## src/rtl/div_issue_ctrl.sv

```systemverilog
// EX-stage divide sequencer: latches operands, waits for the divider, hands the result to EX/MEM.
// Optional result-reuse cache enabled by defining DIV_RESULT_REUSE_EN.
module div_issue_ctrl #(
  parameter int XLEN           = 32,
  parameter int TIMEOUT_CYCLES = 64
) (
  input  logic            clk,
  input  logic            rst_n,
  input  logic            ex_valid_i,
  input  logic            ex_is_div_i,
  input  logic [3:0]      ex_op_i,
  input  logic [XLEN-1:0] ex_rs1_i,
  input  logic [XLEN-1:0] ex_rs2_i,
  input  logic [4:0]      ex_rd_i,
  input  logic            flush_i,
  output logic [XLEN-1:0] div_a_o,
  output logic [XLEN-1:0] div_b_o,
  output logic [3:0]      div_op_o,
  output logic            div_valid_o,
  input  logic [XLEN-1:0] div_result_i,
  input  logic            div_ready_i,
  output logic            stall_o,
  output logic            wb_valid_o,
  input  logic            wb_ready_i,
  output logic [4:0]      wb_rd_o,
  output logic [XLEN-1:0] wb_data_o,
  output logic            err_o
);

  // state | meaning
  // IDLE  | waiting for a divide-class op
  // BUSY  | operands held on divider inputs, waiting for div_ready_i
  // DONE  | result held for EX/MEM until wb_ready_i
  typedef enum logic [1:0] {IDLE = 2'd0, BUSY = 2'd1, DONE = 2'd2} state_t;

  localparam int CW = $clog2(TIMEOUT_CYCLES + 1);

  state_t          state_q, state_d;
  logic [XLEN-1:0] a_q, a_d, b_q, b_d, data_q, data_d;
  logic [3:0]      op_q, op_d;
  logic [4:0]      rd_q, rd_d;
  logic [CW-1:0]   cnt_q, cnt_d;
  logic            err_q, err_d;
  logic            accept, hit, timeout, handshake;

  assign accept    = ex_valid_i & ex_is_div_i & (ex_op_i[3:2] == 2'b11) & ~flush_i & (state_q == IDLE);
  assign timeout   = (state_q == BUSY) & ~div_ready_i & (cnt_q == CW'(TIMEOUT_CYCLES - 1));
  assign handshake = (state_q == DONE) & wb_ready_i & ~flush_i;

`ifdef DIV_RESULT_REUSE_EN
  logic            c_v_q, pend_q;
  logic [3:0]      c_op_q;
  logic [XLEN-1:0] c_a_q, c_b_q, c_res_q;

  assign hit = c_v_q & (ex_op_i == c_op_q) & (ex_rs1_i == c_a_q) & (ex_rs2_i == c_b_q);

  // pend_q marks a DONE result that came from the divider (or a hit), not from a timeout
  always_ff @(posedge clk or negedge rst_n) begin
    if (!rst_n) begin
      c_v_q   <= 1'b0;
      pend_q  <= 1'b0;
      c_op_q  <= '0;
      c_a_q   <= '0;
      c_b_q   <= '0;
      c_res_q <= '0;
    end else if (flush_i) begin
      c_v_q  <= 1'b0;
      pend_q <= 1'b0;
    end else if (timeout) begin
      c_v_q  <= 1'b0;
      pend_q <= 1'b0;
    end else if ((state_q == BUSY) && div_ready_i) begin
      pend_q <= 1'b1;
    end else if (accept && hit) begin
      pend_q <= 1'b1;
    end else if (handshake) begin
      pend_q <= 1'b0;
      if (pend_q) begin
        c_v_q   <= 1'b1;
        c_op_q  <= op_q;
        c_a_q   <= a_q;
        c_b_q   <= b_q;
        c_res_q <= data_q;
      end
    end
  end
`else
  assign hit = 1'b0;
`endif

  always_comb begin
    state_d = state_q;
    a_d     = a_q;
    b_d     = b_q;
    op_d    = op_q;
    rd_d    = rd_q;
    data_d  = data_q;
    cnt_d   = cnt_q;
    err_d   = err_q;
    if (flush_i) begin
      state_d = IDLE;
    end else begin
      case (state_q)
        IDLE: begin
          if (accept) begin
            a_d   = ex_rs1_i;
            b_d   = ex_rs2_i;
            op_d  = ex_op_i;
            rd_d  = ex_rd_i;
            cnt_d = '0;
`ifdef DIV_RESULT_REUSE_EN
            if (hit) begin
              data_d  = c_res_q;
              state_d = DONE;
            end else begin
              state_d = BUSY;
            end
`else
            state_d = BUSY;
`endif
          end
        end
        BUSY: begin
          cnt_d = cnt_q + 1'b1;
          if (div_ready_i) begin
            data_d  = div_result_i;
            state_d = DONE;
          end else if (timeout) begin
            err_d   = 1'b1;
            data_d  = '0;
            state_d = DONE;
          end
        end
        DONE: begin
          if (wb_ready_i) state_d = IDLE;
        end
        default: state_d = IDLE;
      endcase
    end
  end

  always_ff @(posedge clk or negedge rst_n) begin
    if (!rst_n) begin
      state_q <= IDLE;
      a_q     <= '0;
      b_q     <= '0;
      op_q    <= '0;
      rd_q    <= '0;
      data_q  <= '0;
      cnt_q   <= '0;
      err_q   <= 1'b0;
    end else begin
      state_q <= state_d;
      a_q     <= a_d;
      b_q     <= b_d;
      op_q    <= op_d;
      rd_q    <= rd_d;
      data_q  <= data_d;
      cnt_q   <= cnt_d;
      err_q   <= err_d;
    end
  end

  assign div_a_o     = a_q;
  assign div_b_o     = b_q;
  assign div_op_o    = op_q;
  assign div_valid_o = (state_q == BUSY) & ~flush_i;
  assign wb_valid_o  = (state_q == DONE) & ~flush_i;
  assign wb_rd_o     = rd_q;
  assign wb_data_o   = data_q;
  assign err_o       = err_q;
  // low in the handshake cycle so the next instruction advances on the same edge
  assign stall_o     = accept | (state_q == BUSY) | ((state_q == DONE) & ~wb_ready_i);

endmodule

```

## config.mk

```make
export PLATFORM = sky130hd
export DESIGN_NAME = div_issue_ctrl
export DESIGN_NICKNAME = d
export VERILOG_FILES = /design/src/rtl/div_issue_ctrl.sv
export SDC_FILE = /design/constraint.sdc
export NUM_CORES = 1
export LEC_CHECK = 0
export BUFFER_PORTS_ARGS = -buffer_cell sky130_fd_sc_hd__buf_2
export CAP_MARGIN = 20
export CORE_MARGIN = 2
export CORE_UTILIZATION = 47
export CTS_CLUSTER_SIZE = 20
export DETAILED_ROUTE_END_ITERATION = 8
export PLACE_DENSITY = 0.8
export SYNTH_ARGS = -nofsm -noshare
export SYNTH_HDL_FRONTEND = slang
export SYNTH_SLANG_ARGS = --single-unit
```

## constraint.sdc

```tcl
create_clock -name clk -period 2.41 [get_ports clk]
set_clock_uncertainty 0.2 [all_clocks]
set_input_delay 0.482 -clock clk [delete_from_list [all_inputs] [get_ports clk]]
set_output_delay 0.482 -clock clk [all_outputs]
set_load 0.05 [all_outputs]
```

; Word level (Yosys, flattened, before mapping)
; Index checks and enable logic that the tools add are counted.
[word_totals]
regBits = 115
wordCells = 49
out_inout_bits = 109
in_bits = 112
[op_classes]
bitwise_logic = 14
eq_ne = 8
muxes = 10
addsub = 1
n_reduce_logical = 8
[ops]
columns = cell, count
row1 = two-way mux 32 bit, 2
row2 = case mux 7 bit (2 select lines), 1
row3 = AND reduction 3 bit, 4
row4 = two-way mux 2 bit, 5
row5 = AND 1 bit, 9
row6 = adder 7 x 1 -> 7 bit (second input constant), 1
row7 = == test 7 x 6 -> 1 bit (second input constant), 1
row8 = two-way mux 7 bit, 1
row9 = inequality test 3 bit (second input constant), 2
row10 = case mux 2 bit (3 select lines), 1
row11 = == test 2 bit (second input constant), 2
row12 = inequality test 4 bit (second input constant), 1
row13 = AND reduction 4 bit, 1
row14 = nonzero test 2 bit, 2
row15 = inverter 1 bit, 3
row16 = == test 2 x 1 -> 1 bit (second input constant), 1
row17 = zero test 2 bit, 1
row18 = inequality test 2 bit (second input constant), 1
row19 = OR 1 bit, 2

; Depth between registers and ports, before layout
[depth]
depth_word = 7
mapped_depth = 6
mapped_depth_nobuf = 4

; Least setup slack after synthesis
; Ideal clock, no wire load.
[synth_path]
path_type = flip-flop to output port
startpoint = reg state_q[1]
endpoint = out wb_valid_o
arrival_ps = 1879
required_time_ps = 1728
path_slack_ps = -151
n_path_buf = 1
path_stages_with_launch = 3
path_cell_list = dfrtp_1 > clkbuf_1 > nor3b_1
[synth_via]
elab_chain_cells = 2
[synth_rtl]
columns = item, line_no
row1 = "start, declared", 38  ; state_t state_q, state_d;
row2 = "start signal, assigned", 153  ; state_q <= state_d;
row3 = == test 2 bit, 168  ; assign wb_valid_o = (state_q == DONE) & ~flush_i;
row4 = AND 1 bit, 168
row5 = "end, declared", 23  ; output logic wb_valid_o,
; No other way between the ends.

; Worst setup path after layout
[layout_path]
startpoint = reg state_q[1]
endpoint = out stall_o
[layout_via]
elab_chain_cells = 4
elab_cells_between_ends = 7
classes_between = eq/ne: 2 / bitwise: 4 / reduce/logical: 1
[layout_rtl]
columns = item, line_no
row1 = zero test 2 bit, 46  ; assign accept = ex_valid_i & ex_is_div_i & (ex_op_i[3:2] == 2'b11) & ~flush_i & (state_q == IDLE);
row2 = AND 1 bit, 46
row3 = OR 1 bit, 173  ; assign stall_o = accept | (state_q == BUSY) | ((state_q == DONE) & ~wb_ready_i);
row4 = OR 1 bit (*), 173
row5 = "end, declared", 22  ; output logic stall_o,
; Mark *: on every way between the ends. The rest lies on a longest branch, timed or not.

==> results.py <==
metrics = {
    "worst_setup_path": {
        "cp_data_arrival_time_ns": 1.64,
        "cp-end-kind": "output port",
        "critPathMaxStageDelay_ns": 0.44,
        "r2r_setup_slack_ns": 0.54,
        "cp_cell_sequence": "buf_4, o31a_1, buf_2",
        "cp.required_ns": 1.73,
        "crit_slowest_cell": "dfrtp_2",
        "cp_max_fo": 12,
        "startpoint_type": "flip-flop",
        "path_class": "flip-flop to output port",
    },
    "route": {
        "via_per_inst": 5.27,
        "drt_wl_total_mm": 14.7,
        "wl_per_cell_um": 18.1,
        "drt_iter0_drc": 249,
        "via_count": 4294,
        "ant_nets": 0,
        "first_pass_iters": 4,
        "drc": 0,
    },
    "synthesis": {
        "synth_cells": 355,
        "syn_area_mm2": 0.00480,
        "synth_fp_nets": 468,
        "syn_area_per_cell_um2": 13.5,
        "async_flop_share_pct": 100,
        "synth_edf_count": 0,
        "yosys-top-cells-count": "dfrtp_1 (115), mux2_2 (66), nand2b_1 (36)",
        "yosys_most_used_dff": "dfrtp_1",
        "synth_most_common_cell": "dfrtp_1",
        "synth_top_area_share_pct": 59.9,
        "synth_largest_area_cell": "dfrtp_1",
        "ys_types": 39,
        "ys_ff_latch": 115,
        "yosys-top-cells-area": "dfrtp_1 (60%), mux2_2 (15%), a22oi_1 (5.0%)",
        "ys.warnings.count": 0,
        "yosysSeqAreaShare_pct": 59.9,
    },
    "cts": {
        "clkTransAtPathRegs_ns": 0.06,
        "cts_max_level": 4,
        "cts_root_buf": "clkbuf_8",
        "cts.sinks": 115,
        "numCtsBuffers": 17,
        "tritoncts": "yes",
        "insertion_delay_ns": 0.51,
        "cts_max_path_buffers": 2,
    },
    "final_layout": {
        "regArea_mm2": 0.00288,
        "finalNetCount": 781,
        "drive_gt1_share_pct": 49.0,
        "syn_to_final_growth_pct": 56.7,
        "postLayoutCellArea_mm2": 0.00752,
        "multi_input_area_mm2": 0.00178,
        "final-instance-count-excl-fill": 815,
        "fillers": 562,
    },
    "global_routing": {
        "grt_max_degree": 116,
        "grt_pass1_vias": 4621,
        "antenna_found_initial": 1,
        "grt_pass1_wl_mm": 23.3,
        "gr-total-overflow": 0,
        "track_usage_pct": 27.2,
    },
    "power": {
        "p_per_area_mw_per_mm2": 935,
        "max-vdd-ir-drop_v": 0.000604,
        "leakage_nw": 3.57,
    },
    "timing": {
        "rsz0062_at_grt": "false",
        "max-slew-margin-rel_pct": 60.7,
        "final_max_slew_viol_count": 0,
        "worst_pin_slew_ns": 0.590,
        "period_needed_ns": 2.32,
        "setup_tns_ns": 0,
        "hold_viol_final": 0,
        "final.period_utilization_pct": 96.3,
        "finalWorstSetupSlack_ns": 0.0902,
        "max_freq_mhz": 431,
        "setup_viol": 0,
    },
    "place": {
        "dp_hpwl_mm": 8.31,
        "placedInstanceArea_mm2": 0.00602,
        "dp_worst_setup_slack_ns": 0.322,
        "gp_congestion": 0.782,
        "dp_cells": 692,
        "numPortBuffers": 220,
    },
    "flow_run": {
        "cap_violations": 0,
    },
    "die": {
        "dieWidth_um": 105,
        "core_mm2": 0.00986,
        "die-area_mm2": 0.0110,
        "start_util_pct": 48.7,
        "die_height_um": 105,
        "rows": 36,
        "pin_count": 221,
    },
    "run_status": {
        "status": "completed",
    },
    "worst_hold_path": {
        "min_path_type": "primary input to flip-flop",
    },
}
==> through the flow <==
| stage | util, % | power, mW | hold WS [ns] |
|---|---|---|---|
| 6_report | 76.3 | 7.03 | 0.0225 |
| 5_1_grt | 76.3 | 7.29 | 0.00835 |
| 4_1_cts | 76.2 | 7.02 | 0.000440 |
| 3_5_place_dp | 61.1 | 4.45 | 0.239 |
| 3_3_place_gp | 61.1 | 4.40 | 0.236 |
| 2_1_floorplan | - | 3.89 | -0.0136 |
==> area by class of cell <==
cell class | count | share of cell area [%]
multi-input cells | 213 | 23.6
clock buffers | 21 | 6.10
inverters | 2 | 0.0998
clock inverters | 11 | 1.70
well taps | 133 | 2.21
repair buffers | 319 | 28.0
flip-flops and latches | 115 | 38.3
diodes | 1 | 0.0333
==> repair_timing <==
item / in CTS / in global routing
hold buffers: 90 / 0
endpoints found under the setup margin: 1 / 2
gates resized for setup: 2 / 3
gates cloned: 0 / 0
setup buffers: 0 / 0
hold endpoints to repair: 204 / 0
==> logic make-up after synthesis <==
| family | after synthesis | share of synthesized area, % |
|---|---|---|
| adder cells (fa/ha/maj) | 1 | 0.261 |
| multiplexers | 75 | 17.5 |
| buffers and inverters | 27 | 3.47 |
| flip-flops | 115 | 59.9 |
| AO/OA/AOI/OAI | 79 | 10.8 |
| AND/OR/NAND/NOR | 58 | 8.00 |
==> flip-flops by register name, indices dropped and copies added (netlist names) <==
signal / cells
div_a_o: 32
div_b_o: 32
wb_data_o: 32
cnt_q: 7
wb_rd_o: 5
div_op_o: 4
state_q: 2
err_o: 1
==> worst max-delay path, delay by kind of cell (launching register included) <==
kind | cells | cell delay, ns
flops | 1 | 0.44
compound gates | 1 | 0.29
buf+inv | 2 | 0.40
==> routing by layer <==
layer,track usage (%),vias up,wire length (um)
met3,7.74,57,1080
met4,16.2,0,723
met1,29.2,2091,5330
li1,-,1923,-
met2,47.4,223,7610
met5,0,-,0
==> placed cells by master, fill, tap and decap left out, types with 4 or more instances in the layout <==
master / n
a22oi_1: 32
buf_2: 218
buf_4: 8
clkbuf_16: 16
clkbuf_8: 4
clkinvlp_4: 6
dfrtp_1: 113
dlygate4sd3_1: 90
mux2_1: 6
mux2_2: 66
nand2b_1: 36
o21ai_0: 30
==> power by group <==
part | switching (mW) | internal [mW] | total [mW]
sequential | 0.205 | 2.26 | 2.46
combinational | 1.49 | 0.636 | 2.13
clock | 0.888 | 1.55 | 2.44
==> final timing paths <==
path,to,cells after the start,startpoint
max,stall_o,3,state_q[1]$_DFFE_PN0P_
min,wb_data_o[5]$_DFFE_PN0P_,3,div_result_i[5]
max reg2reg,div_a_o[31]$_DFFE_PN0P_,3,state_q[1]$_DFFE_PN0P_
min reg2reg,div_op_o[2]$_DFFE_PN0P_,1,div_op_o[2]$_DFFE_PN0P_
max in group asynchronous,state_q[0]$_DFFE_PN0P_,3,rst_n
min in group asynchronous,wb_data_o[14]$_DFFE_PN0P_,3,rst_n
(Power assumes the default switching activity.)
